### config.mk
export PLATFORM = sky130hd
export DESIGN_NAME = uriscv_axi_rd_arb
export DESIGN_NICKNAME = d
export VERILOG_FILES = /design/src/rtl/uriscv_axi_rd_arb.sv
export SDC_FILE = /design/constraint.sdc
export NUM_CORES = 1
export LEC_CHECK = 0
export CAP_MARGIN = 25
export CORE_UTILIZATION = 31
export DETAILED_ROUTE_END_ITERATION = 10
export HOLD_SLACK_MARGIN = 0.06
export PLACE_DENSITY = 0.89
export SLEW_MARGIN = 20
export SYNTH_ARGS = -nofsm -noshare
export SYNTH_HDL_FRONTEND = slang
export SYNTH_SLANG_ARGS = --single-unit
export TNS_END_PERCENT = 30
### constraint.sdc
create_clock -name clk -period 2.05 [get_ports clk]
set_input_delay 0.5125 -clock clk [delete_from_list [all_inputs] [get_ports clk]]
set_output_delay 0.5125 -clock clk [all_outputs]
set_load 0.02 [all_outputs]
### src/rtl/uriscv_axi_rd_arb.sv
// uriscv_axi_rd_arb
// Shares one AXI4 read channel (AR/R) between the instruction-fetch port (M0)
// and the data-read port (M1). Round-robin arbitration, registered AR outputs,
// a single outstanding single-beat read, and read data routed back to the
// master that owns the current transaction.
module uriscv_axi_rd_arb #(
  parameter int ADDR_W = 32,
  parameter int DATA_W = 32
) (
  input  logic              clk,
  input  logic              rst_n,

  // M0: instruction fetch
  input  logic              m0_rd_i,
  input  logic [ADDR_W-1:0] m0_addr_i,
  output logic              m0_accept_o,
  output logic              m0_valid_o,
  output logic [DATA_W-1:0] m0_data_o,
  output logic              m0_err_o,

  // M1: data read
  input  logic              m1_rd_i,
  input  logic [ADDR_W-1:0] m1_addr_i,
  output logic              m1_accept_o,
  output logic              m1_valid_o,
  output logic [DATA_W-1:0] m1_data_o,
  output logic              m1_err_o,

  // AXI4 read address channel
  output logic [ADDR_W-1:0] araddr,
  output logic [7:0]        arlen,
  output logic [2:0]        arsize,
  output logic [1:0]        arburst,
  output logic              arvalid,
  input  logic              arready,

  // AXI4 read data channel
  input  logic [DATA_W-1:0] rdata,
  input  logic [1:0]        rresp,
  input  logic              rlast,
  input  logic              rvalid,
  output logic              rready,

  output logic              busy_o
);

  // Bytes per data word and the mask that clears the byte-offset bits so
  // every AR address is word aligned.
  localparam int                BYTES_W   = DATA_W / 8;
  localparam int                SIZE_LOG2 = $clog2(BYTES_W);
  localparam logic [ADDR_W-1:0] ALIGN_MASK = ~ADDR_W'(BYTES_W - 1);

  typedef enum logic [1:0] {
    ST_IDLE = 2'd0,
    ST_ADDR = 2'd1,
    ST_DATA = 2'd2
  } state_t;

  state_t            state_q, state_d;
  logic              arvalid_q, arvalid_d;
  logic [ADDR_W-1:0] araddr_q, araddr_d;
  logic              sel_q, sel_d;          // master owning the transaction
  logic              last_grant_q, last_grant_d;

  logic              any_req;
  logic              win;
  logic [ADDR_W-1:0] win_addr;
  logic              ar_fire;
  logic              r_done;
  logic              r_is_err;

  // Single-burst, full-width, incrementing reads only.
  assign arlen   = 8'h00;
  assign arsize  = 3'(SIZE_LOG2);
  assign arburst = 2'b01;

  assign araddr  = araddr_q;
  assign arvalid = arvalid_q;

  // Read data is broadcast; only the valid strobe says who it belongs to.
  assign m0_data_o = rdata;
  assign m1_data_o = rdata;

  assign ar_fire  = (state_q == ST_ADDR) && arvalid_q && arready;
  assign r_done   = (state_q == ST_DATA) && rvalid && rlast;
  // SLVERR (2'b10) and DECERR (2'b11) are errors; OKAY/EXOKAY are not.
  assign r_is_err = (rresp == 2'b10) || (rresp == 2'b11);

  // Round-robin pick: a lone requester wins, a tie goes to the master that
  // did not win last time.
  always_comb begin
    any_req = m0_rd_i | m1_rd_i;
    if (m0_rd_i && m1_rd_i) begin
      win = ~last_grant_q;
    end else begin
      win = m1_rd_i;
    end
    win_addr = (win ? m1_addr_i : m0_addr_i) & ALIGN_MASK;
  end

  // State register: FSM state, AR outputs, owner and round-robin history.
  always_ff @(posedge clk or negedge rst_n) begin
    if (!rst_n) begin
      state_q      <= ST_IDLE;
      arvalid_q    <= 1'b0;
      araddr_q     <= '0;
      sel_q        <= 1'b0;
      last_grant_q <= 1'b1;   // so M0 wins the first tie
    end else begin
      state_q      <= state_d;
      arvalid_q    <= arvalid_d;
      araddr_q     <= araddr_d;
      sel_q        <= sel_d;
      last_grant_q <= last_grant_d;
    end
  end

  // Next-state logic: arbitrate in IDLE or on the closing R beat, hold AR
  // stable until accepted, then wait for the last R beat.
  always_comb begin
    state_d      = state_q;
    arvalid_d    = arvalid_q;
    araddr_d     = araddr_q;
    sel_d        = sel_q;
    last_grant_d = last_grant_q;

    case (state_q)
      ST_IDLE: begin
        if (any_req) begin
          state_d   = ST_ADDR;
          arvalid_d = 1'b1;
          araddr_d  = win_addr;
          sel_d     = win;
        end
      end

      ST_ADDR: begin
        if (ar_fire) begin
          state_d      = ST_DATA;
          arvalid_d    = 1'b0;
          last_grant_d = sel_q;
        end
      end

      ST_DATA: begin
        if (r_done) begin
          // Back-to-back: a pending request goes straight to ADDR so the
          // next arvalid appears the cycle after the last beat.
          if (any_req) begin
            state_d   = ST_ADDR;
            arvalid_d = 1'b1;
            araddr_d  = win_addr;
            sel_d     = win;
          end else begin
            state_d   = ST_IDLE;
          end
        end
      end

      default: begin
        state_d   = ST_IDLE;
        arvalid_d = 1'b0;
      end
    endcase
  end

  // Output logic: accept on the AR handshake, valid/err on the last R beat,
  // both steered by the owner; rready only while waiting for data.
  always_comb begin
    m0_accept_o = 1'b0;
    m1_accept_o = 1'b0;
    m0_valid_o  = 1'b0;
    m1_valid_o  = 1'b0;
    m0_err_o    = 1'b0;
    m1_err_o    = 1'b0;
    rready      = (state_q == ST_DATA);
    busy_o      = (state_q != ST_IDLE);

    if (ar_fire) begin
      if (sel_q) m1_accept_o = 1'b1;
      else       m0_accept_o = 1'b1;
    end

    // Non-last beats are consumed by rready but produce no strobe.
    if (r_done) begin
      if (sel_q) begin
        m1_valid_o = 1'b1;
        m1_err_o   = r_is_err;
      end else begin
        m0_valid_o = 1'b1;
        m0_err_o   = r_is_err;
      end
    end
  end

endmodule

# Yosys cells after proc, flatten, opt, wreduce, memory -nomap -nowiden
# Index checks and enable logic that the tools add are counted.
[classes]
bitwise_logic = 2
mux = 27
n_reduce_logical = 13
eq_ne = 7
[ops]
columns = ["operator", "count"]
rows = [
  ["$mux 32", 3],
  ["$pmux 32 s2", 1],
  ["$mux 1", 17],
  ["$eq 2x2->1 const B", 3],
  ["$mux 2", 3],
  ["$pmux 2 s3", 1],
  ["$reduce_and 2->1", 3],
  ["$logic_and 1x1->1", 5],
  ["$ne 2x2->1 const B", 2],
  ["$reduce_bool 2->1", 2],
  ["$pmux 1 s3", 1],
  ["$reduce_and 3->1", 1],
  ["$eq 2x1->1 const B", 1],
  ["$logic_not 2->1", 1],
  ["$ne 2x1->1 const B", 1],
  ["$pmux 1 s2", 1],
  ["$logic_or 1x1->1", 1],
  ["$not 1->1", 1],
  ["$or 1x1->1", 1],
]
[totals]
output_inout_bits = 118
regBits = 37
elab_cells = 54

# Longest topological paths before layout
[depth]
ltp_word = 6
mapped_depth = 4
ltp_nobuf = 3

# Worst setup path after synthesis
# OpenSTA, ideal clock, no wires.
[synth_path]
path_type = "register to output"
start = "reg state_q[0]"
end = "out m0_err_o"
slack_ns = 0.060
stages_incl_launch_ff = 4
arrival_time_ns = 1.478
path_buffers = 0
path_cell_list = "dfrtp_1 -> nand2b_1 -> nor3_1 -> and2_1"
[synth_via]
elab_chain_cells = 4
[synth_rtl]
columns = ["item", "line_no", "text"]
rows = [
  ["start, declared", "59", "state_t state_q, state_d;"],
  ["start signal, assigned", "110", "state_q <= state_d;"],
  ["$eq 2x2->1", "85", "assign r_done = (state_q == ST_DATA) && rvalid && rlast;"],
  ["$logic_and 1x1->1 (2 in series)", "85", ""],
  ["$mux 1", "185", "if (r_done) begin"],
  ["end, declared", "19", "output logic m0_err_o,"],
]
# No other way between the ends.

# Final worst setup path
[layout_path]
start = "in rlast"
end = "out m0_err_o"
[layout_via]
elab_chain_cells = 2
[layout_rtl]
columns = ["item", "line_no", "text"]
rows = [
  ["start, declared", "40", "input logic rlast,"],
  ["$logic_and 1x1->1", "85", ""],
  ["$mux 1", "185", ""],
]
# No other way between the ends.

==> results.toml <==
[status]
outcome = "finished, final reports clean"

[clocking]
cts.sink_count = 35
insertion_delay_ps = 280
cts_tree = "done"
cts_buffers = 5
root_buffer = "clkbuf_8"
htreeDepth = 2
clk_path_buf_depth = 2
clk_pin_slew_ps = 80

[logic_synthesis]
yosysWarnings = 0
synth_fa_ha_area_frac = 0
synth_mux_area_frac = 0.2916
synth-main-ff-cell = "dfrtp_1"
ys_top_cells_by_count = "buf_4, mux2_2, dfrtp_1"
synth_edf_count = 0
synth_top_family_by_area = "multiplexers"
synth-simple-area-share = 0.02807
synthArstFlopShare = 1.000
synth_xor_area_frac = 0
synth_area_sq_um = 2407
synth_top_area_cell = "dfrtp_1"
synth-seq-cells = 35
yosysMostFrequentCell = "buf_4"
synth.avg_cell_area_sq_um = 11.69
synth-compound-area-share = 0.03015
yosysSeqAreaShare = 0.3643
synth_top_cell_area_share = 0.3534
ys_types = 24
syn_inst = 206
synth_area_leaders = "dfrtp_1, mux2_2, buf_4"

[floorplan]
die_w_um = 90.12
io_pins = 223
num_rows = 31
die_h_um = 90.12
design.die.area_sq_um = 8122
core-area_sq_um = 7370
start_util = 0.3267

[sta]
finalCritPeriodShare = 0.9803
drv_slew = 0
fin_ws_ps = 40.32
setup_viol = 0
fmax_mhz = 497.6
rsz0062_at_grt = "yes"
clock_skew_ps = 6.479
hold_ws_ps = 123.8
fin_setup_tns_ps = 0
fin_crit_ps = 2010
hold_viol = 0

[global_route]
grtUsageTotal = 0.1248
first_global_vias = 1582
overflow = 0
grt_pass1_wl_mm = 8.059
antenna_found_initial = 0
grt_max_degree = 23

[worst_setup_path]
required_ps = 1540
worst-path-max-fanout = 3
crit_type = "input port to output pin"
reg2reg_depth = 4
critPathLaunch = "rlast"
r2r_end = "araddr[16]"
rrSetupSlack_ps = 460
critPathCaptureType = "output pin"
r2r_start = "state_q[1]"
start_kind = "input port"
critPathArrivalTime_ps = 1500

[route]
drt_iter0_drc = 11
vias = 1543
ant_nets = 0
firstDrtPassIters = 4
post_drt_wl_per_cell_um = 13.81
viasPerCell = 4.310
drc = 0
totalWireLength_mm = 4.943

[placed_design]
dp_slack_ps = -494.5
place_hpwl_mm = 4.024
gp_congestion = 0.7928
placed_area_sq_um = 3083
place.port_buffers = 106
dp.cells = 349

[pwr]
total_leakage_power_nw = 1.336
fin_total_pwr_mw = 4.067
ir_drop_mv = 0.7262
p_per_area_nw_per_um2 = 1279

[finish]
diodes = 0
fillers = 690
nets = 363
area_growth_pct = 32.12
final_area_sq_um = 3181
layout-drive-gt1-share = 0.3591
final_cell_count_no_fill = 358
fin_util = 0.4316

[hold_path]
hold_class = "input port to asynchronous set/reset pin"

[job]
maxCapViolCount = 0
-- cells in the final DEF, fill, tap and decap left out, types with 3 or more instances in the layout --
master | synthesis | routed
mux2_4 | 4 | 4
mux2_1 | 3 | 3
inv_1 | 4 | 4
clkbuf_8 | 2 | 6
dfrtp_1 | 34 | 34
buf_4 | 79 | 9
buf_12 | 0 | 3
buf_2 | 0 | 4
mux2_2 | 54 | 54
conb_1 | 2 | 15
clkdlybuf4s50_1 | 0 | 96
-- worst max path at each step --
stage                   to  slack [ps]  cells after the start
2_1_floorplan     m0_err_o          60                      3
3_3_place_gp      m1_err_o        -410                      5
3_5_place_dp      m0_err_o        -490                      5
4_1_cts        m1_accept_o         -70                      4
5_1_grt           m0_err_o         -30                      5
6_report          m0_err_o          40                      5
-- final cells by class --
class	count	area [sq um]	area share
repair buffers	117	1162	0.3655
multi-input cells	95	910.9	0.2864
flip-flops and latches	35	877.1	0.2758
well taps	99	123.9	0.03895
clock buffers	7	86.33	0.02714
inverters	4	15.01	0.004721
clock inverters	1	5.005	0.001574
-- registers in the layout, indices dropped and copies added (netlist names) --
name and flops:
last_grant_q 1, arvalid 1, state_q 2, araddr 30
sel_q 1
-- repair_timing --
action	4_1_cts	5_1_grt
resized for setup	25	6
hold buffers	0	0
setup buffers	0	1
setup endpoints to repair	8	5
pin swaps	0	2
-- logic make-up after synthesis --
| kind of cell | count (synthesis) |
|---|---|
| AOI/OAI and AO/OA | 7 |
| buffers and inverters | 89 |
| DFF | 35 |
| muxes | 61 |
| other | 2 |
| and+or+nand+nor | 12 |
-- where the power goes --
group	internal (mW)	leakage, nW	switching (mW)	total, mW
registers	1.06	0.409	0.210	1.27
logic	1.30	0.879	0.989	2.28
clock network	0.271	0.0482	0.245	0.516
total	2.62	1.34	1.44	4.07
-- routing by layer --
metal / GRT usage / part of all wire / up-vias
met2: 0.2316 / 0.52 / 124
li1: - / - / 694
met5: 0 / 0 / -
met3: 0.04569 / 0.11 / 14
met1: 0.1297 / 0.35 / 711
met4: 0.03898 / 0.017 / 0
-- worst max-delay path: stages --
cell and delay (ps):
clkdlybuf4s50_1 470, nand2_2 80, nor3_2 140, and2_1 140, buf_2 150
No activity file was read; power rests on OpenSTA's default activity.
